<file path="src/rtl/asi_pkg.sv">
// Shared AXI slave widths and helpers for the read and write memory backends.
package asi_pkg;

    localparam int AXI_AW = 32;
    localparam int AXI_DW = 32;
    localparam int AXI_SW = 3;
    localparam int AXI_BW = AXI_DW / 8;
    localparam int AXI_LG = $clog2(AXI_BW);

    // Active lanes run from the beat address up to the end of its size container.
    function automatic logic [AXI_BW-1:0] lane_mask(input logic [AXI_LG-1:0] addr_lo,
                                                    input logic [AXI_SW-1:0] size);
        int lo;
        int sz;
        int hi;
        logic [AXI_BW-1:0] m;
        lo = int'(addr_lo);
        sz = 1 << size;
        hi = (lo & ~(sz - 1)) + sz;
        m  = '0;
        for (int i = 0; i < AXI_BW; i++) begin
            m[i] = (i >= lo) && (i < hi);
        end
        return m;
    endfunction

endpackage

</file>
<file path="src/rtl/asi_pipe_dly.sv">
// Fixed-depth valid/data delay line; only the valid bits are reset.
module asi_pipe_dly #(
    parameter int DEPTH = 1,
    parameter int W     = 1
) (
    input  logic         clk_i,
    input  logic         reset_i,
    input  logic         vld_i,
    input  logic [W-1:0] dat_i,
    output logic         vld_o,
    output logic [W-1:0] dat_o
);

    logic [DEPTH-1:0] vld_q;
    logic [W-1:0]     dat_q [DEPTH];

    always_ff @(posedge clk_i) begin
        if (reset_i) begin
            vld_q <= '0;
        end else begin
            vld_q[0] <= vld_i;
            for (int i = 1; i < DEPTH; i++) begin
                vld_q[i] <= vld_q[i-1];
            end
        end
    end

    always_ff @(posedge clk_i) begin
        dat_q[0] <= dat_i;
        for (int i = 1; i < DEPTH; i++) begin
            dat_q[i] <= dat_q[i-1];
        end
    end

    assign vld_o = vld_q[DEPTH-1];
    assign dat_o = dat_q[DEPTH-1];

endmodule

</file>
<file path="src/rtl/asi_rmem.sv">
// Read-side SRAM backend: range/size checking, lane masking and a fixed-latency return path.
module asi_rmem
    import asi_pkg::*;
#(
    parameter int                SLV_WS    = 2,
    parameter int                MEM_LAT   = 1,
    parameter logic [AXI_AW-1:0] MEM_BASE  = '0,
    parameter int                MEM_WORDS = 1024,
    parameter int                CNT_W     = 16
) (
    input  logic                         usr_clk,
    input  logic                         usr_reset,
    input  logic                         m_re,
    input  logic [AXI_AW-1:0]            m_raddr,
    input  logic [AXI_SW-1:0]            m_rsize,
    output logic [AXI_DW-1:0]            m_rdata,
    output logic                         m_rvalid,
    output logic                         m_rslverr,
    output logic                         mem_ce,
    output logic [$clog2(MEM_WORDS)-1:0] mem_addr,
    input  logic [AXI_DW-1:0]            mem_rdata,
    input  logic                         cnt_clr,
    output logic [CNT_W-1:0]             rd_cnt,
    output logic [CNT_W-1:0]             err_cnt
);

    localparam int              MAW       = $clog2(MEM_WORDS);
    localparam int              SW        = 1 + AXI_BW;
    localparam logic [AXI_AW:0] WIN_BYTES = (AXI_AW + 1)'(MEM_WORDS * AXI_BW);

    if (MEM_LAT < 1 || MEM_LAT > SLV_WS || SLV_WS > 8) begin : g_badParams
        $error("asi_rmem: need 1 <= MEM_LAT <= SLV_WS <= 8");
    end

    logic [AXI_AW-1:0] off;
    logic              rangeErr;
    logic              sizeErr;
    logic              beatErr;
    logic [AXI_BW-1:0] laneMask;

    assign off      = m_raddr - MEM_BASE;
    assign rangeErr = (m_raddr < MEM_BASE) || ({1'b0, off} >= WIN_BYTES);
    assign sizeErr  = m_rsize > AXI_SW'(AXI_LG);
    assign beatErr  = rangeErr | sizeErr;
    assign laneMask = lane_mask(m_raddr[AXI_LG-1:0], m_rsize);
    assign mem_ce   = m_re & ~beatErr & ~usr_reset;
    assign mem_addr = MAW'(off >> AXI_LG);

    logic          sideVld;
    logic [SW-1:0] sideDat;
    logic          outVld;
    logic [SW-1:0] outSide;
    logic [AXI_DW-1:0] outData;

    asi_pipe_dly #(.DEPTH(MEM_LAT), .W(SW)) u_sideDly (
        .clk_i   (usr_clk),
        .reset_i (usr_reset),
        .vld_i   (m_re & ~usr_reset),
        .dat_i   ({beatErr, laneMask}),
        .vld_o   (sideVld),
        .dat_o   (sideDat)
    );

    // SRAM data joins the sideband at stage MEM_LAT and rides with it to the output.
    if (SLV_WS > MEM_LAT) begin : g_dataDly
        asi_pipe_dly #(.DEPTH(SLV_WS - MEM_LAT), .W(SW + AXI_DW)) u_dataDly (
            .clk_i   (usr_clk),
            .reset_i (usr_reset),
            .vld_i   (sideVld),
            .dat_i   ({sideDat, mem_rdata}),
            .vld_o   (outVld),
            .dat_o   ({outSide, outData})
        );
    end else begin : g_dataDirect
        assign outVld  = sideVld;
        assign outSide = sideDat;
        assign outData = mem_rdata;
    end

    logic              outValid;
    logic [AXI_DW-1:0] byteMask;
    logic [AXI_DW-1:0] maskedData;
    logic [AXI_DW-1:0] rdata_q;

    always_comb begin
        byteMask = '0;
        for (int i = 0; i < AXI_BW; i++) begin
            byteMask[8*i +: 8] = {8{outSide[i]}};
        end
    end

    assign outValid   = outVld & ~usr_reset;
    assign maskedData = outSide[AXI_BW] ? '0 : (outData & byteMask);
    assign m_rvalid   = outValid;
    assign m_rslverr  = outValid & outSide[AXI_BW];
    assign m_rdata    = outValid ? maskedData : rdata_q;

    always_ff @(posedge usr_clk) begin
        if (usr_reset) begin
            rdata_q <= '0;
        end else if (outValid) begin
            rdata_q <= maskedData;
        end
    end

    logic [CNT_W-1:0] rdCnt_q, rdCnt_d;
    logic [CNT_W-1:0] errCnt_q, errCnt_d;

    // Saturating statistics; a clear overrides any increment in the same cycle.
    always_comb begin
        rdCnt_d  = rdCnt_q;
        errCnt_d = errCnt_q;
        if (cnt_clr) begin
            rdCnt_d  = '0;
            errCnt_d = '0;
        end else if (m_rvalid) begin
            if (rdCnt_q != '1) rdCnt_d = rdCnt_q + CNT_W'(1);
            if (m_rslverr && errCnt_q != '1) errCnt_d = errCnt_q + CNT_W'(1);
        end
    end

    always_ff @(posedge usr_clk) begin
        if (usr_reset) begin
            rdCnt_q  <= '0;
            errCnt_q <= '0;
        end else begin
            rdCnt_q  <= rdCnt_d;
            errCnt_q <= errCnt_d;
        end
    end

    assign rd_cnt  = rdCnt_q;
    assign err_cnt = errCnt_q;

endmodule
</file>
<file path="config.mk">
export PLATFORM = sky130hd
export DESIGN_NAME = asi_rmem
export DESIGN_NICKNAME = d
export VERILOG_FILES = /design/src/rtl/asi_pkg.sv /design/src/rtl/asi_pipe_dly.sv /design/src/rtl/asi_rmem.sv
export SDC_FILE = /design/constraint.sdc
export NUM_CORES = 1
export LEC_CHECK = 0
export ABC_AREA = 1
export CAP_MARGIN = 5
export CORE_ASPECT_RATIO = 0.5
export CORE_MARGIN = 8
export CORE_UTILIZATION = 45
export CTS_BUF_LIST = sky130_fd_sc_hd__clkbuf_4 sky130_fd_sc_hd__clkbuf_8 sky130_fd_sc_hd__clkbuf_16
export CTS_CLUSTER_SIZE = 16
export DETAILED_ROUTE_END_ITERATION = 8
export PLACE_DENSITY = 0.77
export SYNTH_ARGS = -nofsm -noshare
export SYNTH_HDL_FRONTEND = slang
export SYNTH_SLANG_ARGS = --single-unit
</file>
<file path="constraint.sdc">
create_clock -name usr_clk -period 2.2 [get_ports usr_clk]
set_clock_uncertainty 0.2 [all_clocks]
set_input_delay 0.22 -clock usr_clk [delete_from_list [all_inputs] [get_ports usr_clk]]
set_output_delay 0.22 -clock usr_clk [all_outputs]
set_load 0.005 [all_outputs]
</file>
==> metrics <==
Peak Freq ~460 MHz; DR pass1 iterations 6; antenna cells 0; DP Area a little under 6000 µm²; crit-path max FO 8; per-cell routed wire length 12.56 µm; cell count after synthesis 574; worst slew pin tran 503.4 ps; die area 13130 µm²; row count 25; global-route wire length before repair 17930 µm; CP required 1780 ps; TritonCTS clock tree built; status complete, no violations; die height between 80 and 90 µm; syn_area_per_cell 7.494 µm²; CTS sink count roughly 110; Reg clk slew, reported paths 80 ps; vias in the first global route about 3.8k; synth warn 0; CP arrival 1750 ps; min-delay src mem_rdata[13]; Min Clock Period, post-route 2165 ps; most common cell after layout, fill and taps aside nand2_1; DR vias between 4k and 5k; FF-to-FF Start rd_cnt[1]; crit-path cells nand2_8, nor2_4, nand2_1, inv_4, nand2_1, nand2_1, clkdlybuf4s50_1; WL final 10690 µm; Die X between 150 and 200 µm; DRC Markers 0; number of max-cap violations 0; final period utilization 98.43%; Max stage delay cell, worst path clkdlybuf4s50_1; critical path type flop to primary output; core box area a little over 9000 µm²; IO Port Bufs 127; Critical Path Max Stage Delay 500 ps; crit-path most repeated cell nand2_1; Fill cells 809; final setup fails 0; maximum VDD drop 0.5343 mV; worst skew pair latency roughly 340 ps; RSZ-0062 raised after global routing true; vias per inst 4.729; Ports about 150; CTS Root Cell clkbuf_16; Initial Util 45.99%; DPL Wire Length 7943 µm; min setup slack post-route 34.64 ps; largest net degree at the start of global routing 35; post-route antenna net violation count 0; Synth Cell Area 4302 µm²; Area Growth Syn to Fin 44.50%; Mapped Nets around 650; register area share after synthesis approximately half; clk buf depth 2; TritonCTS Buffers 9; Final Hold Vio Count 0; GR Overflow Total 0; number of DRC markers in iteration 0 171; GRT Util Overall 16.38%; commonest non-fill, non-tap cells in the layout 210 x nand2_1, 107 x dfxtp_1, 107 x clkdlybuf4s50_1, 60 x nor2_1, 56 x a21oi_1; FF+latch count, synth 108; critical path startpoint g_dataDly.u_dataDly.vld_o; Nets approximately 800; P per Cell Area 611.7 nW/µm²; pins over their slew limit 0; Final Instance Area approximately 6200 µm²; initial antenna violation count 0; unique cell type count in the Yosys netlist 27; startpoint types flop; Setup WS pre-CTS -285.4 ps; slew margin rel. 66.43%; Leakage Power 2.712 nW; RePlAce Congestion 0.8025; endpoint type of the worst setup path primary output; share of cells above drive strength 1 10.68%; Min-Delay Path Class input port to flop; htree depth 3
state kept, by name (all words and copies together) (netlist names):
register and flops:
rd_cnt 16, g_dataDly.u_dataDly.dat_q 37, err_cnt 16, u_sideDly.dat_q 5, g_dataDly.u_dataDly.vld_o 1, u_sideDly.vld_o 1, rdata_q 32
final cells by class:
class                           count  area [µm²]  share of cell area [%]
Multi-Input combinational cell    406        1849                   29.75
Tap cell                          121       151.4                   2.436
Sequential cell                   108        2166                   34.84
Clock buffer                        9       225.2                   3.623
Timing Repair Buffer              163        1592                   25.60
Inverter                           37       153.9                   2.476
Clock inverter                      7       78.83                   1.268
cell families after synthesis:
logic type	after synthesis	share of synthesized area (%)
XOR/XNOR	12	2.443
flip-flops	108	50.26
buffers and inverters	60	6.981
AND/OR/NAND/NOR	326	31.65
adder cells (fa/ha/maj)	3	0.8727
AO/OA/AOI/OAI	65	7.795
layer usage:
metal	track usage, %	up-vias	wire length, µm
met5	0	-	0
met4	5.207	0	161
met3	5.018	15	561
met2	29.07	88	5280
met1	18.62	1808	4684
li1	-	2113	-
synthesized netlist by cell type (all sizes together):
| cell type | count | share of area [%] |
|---|---|---|
| a21oi | 56 | 6.5 |
| buf | 15 | 2.9 |
| clkbuf | 8 | 0.70 |
| clkinv | 1 | 0.20 |
| dfxtp | 108 | 50 |
| ha | 3 | 0.87 |
| inv | 36 | 3.2 |
| nand2 | 216 | 19 |
| nand3 | 22 | 2.6 |
| nand4 | 13 | 1.9 |
| nor2 | 70 | 7.0 |
| nor3 | 1 | 0.12 |
| nor3b | 2 | 0.35 |
| nor4 | 1 | 0.15 |
| o21ai | 8 | 1.1 |
| o21bai | 1 | 0.17 |
| or3 | 1 | 0.15 |
| xnor2 | 5 | 1.0 |
| xor2 | 7 | 1.4 |
path summary, 6_finish.rpt:
path	endpoint	slack, ps	cells after the start
worst max-delay path	m_rdata[26]	30	7
worst min-delay path	g_dataDly.u_dataDly.dat_q[0][13]	110	1
worst max register to register	rd_cnt[3]	250	7
worst min register to register	g_dataDly.u_dataDly.dat_q[0][33]	130	0
power breakdown:
part	switching, mW	total, mW	internal, mW
clock network	0.781	1.59	0.808
logic	0.0774	0.204	0.126
registers	0.0126	2.01	2.00
total	0.871	3.80	2.93
critical path, delay by kind of cell, from the launching register on:
kind          cells  cell delay (ps)
buf+inv           2              610
simple gates      5              420
flops             1              380
through the flow:
step / hold WS, ps / TNS [ps] / power (mW) / util (%) / instances
finish: 109.7 / 0 / 3.802 / 66.46 / 851
global route: 88.11 / -823.8 / 3.977 / 66.46 / 851
CTS: 101.9 / 0 / 3.852 / 65.90 / 848
detailed placement: 116.1 / -8068 / 2.262 / 62.61 / 832
global placement: 112.8 / -7303 / 2.255 / 62.61 / 832
floorplan: 47.72 / 0 / 2.133 / - / 574
repair_timing:
item / 4_1_cts / 5_1_grt
setup endpoints to repair: 34 / 23
setup buffers: 0 / 3
gates resized for setup: 22 / 12
hold buffers: 0 / 0
hold endpoints to repair: 0 / 0
No activity file was read; power rests on OpenSTA's default activity.
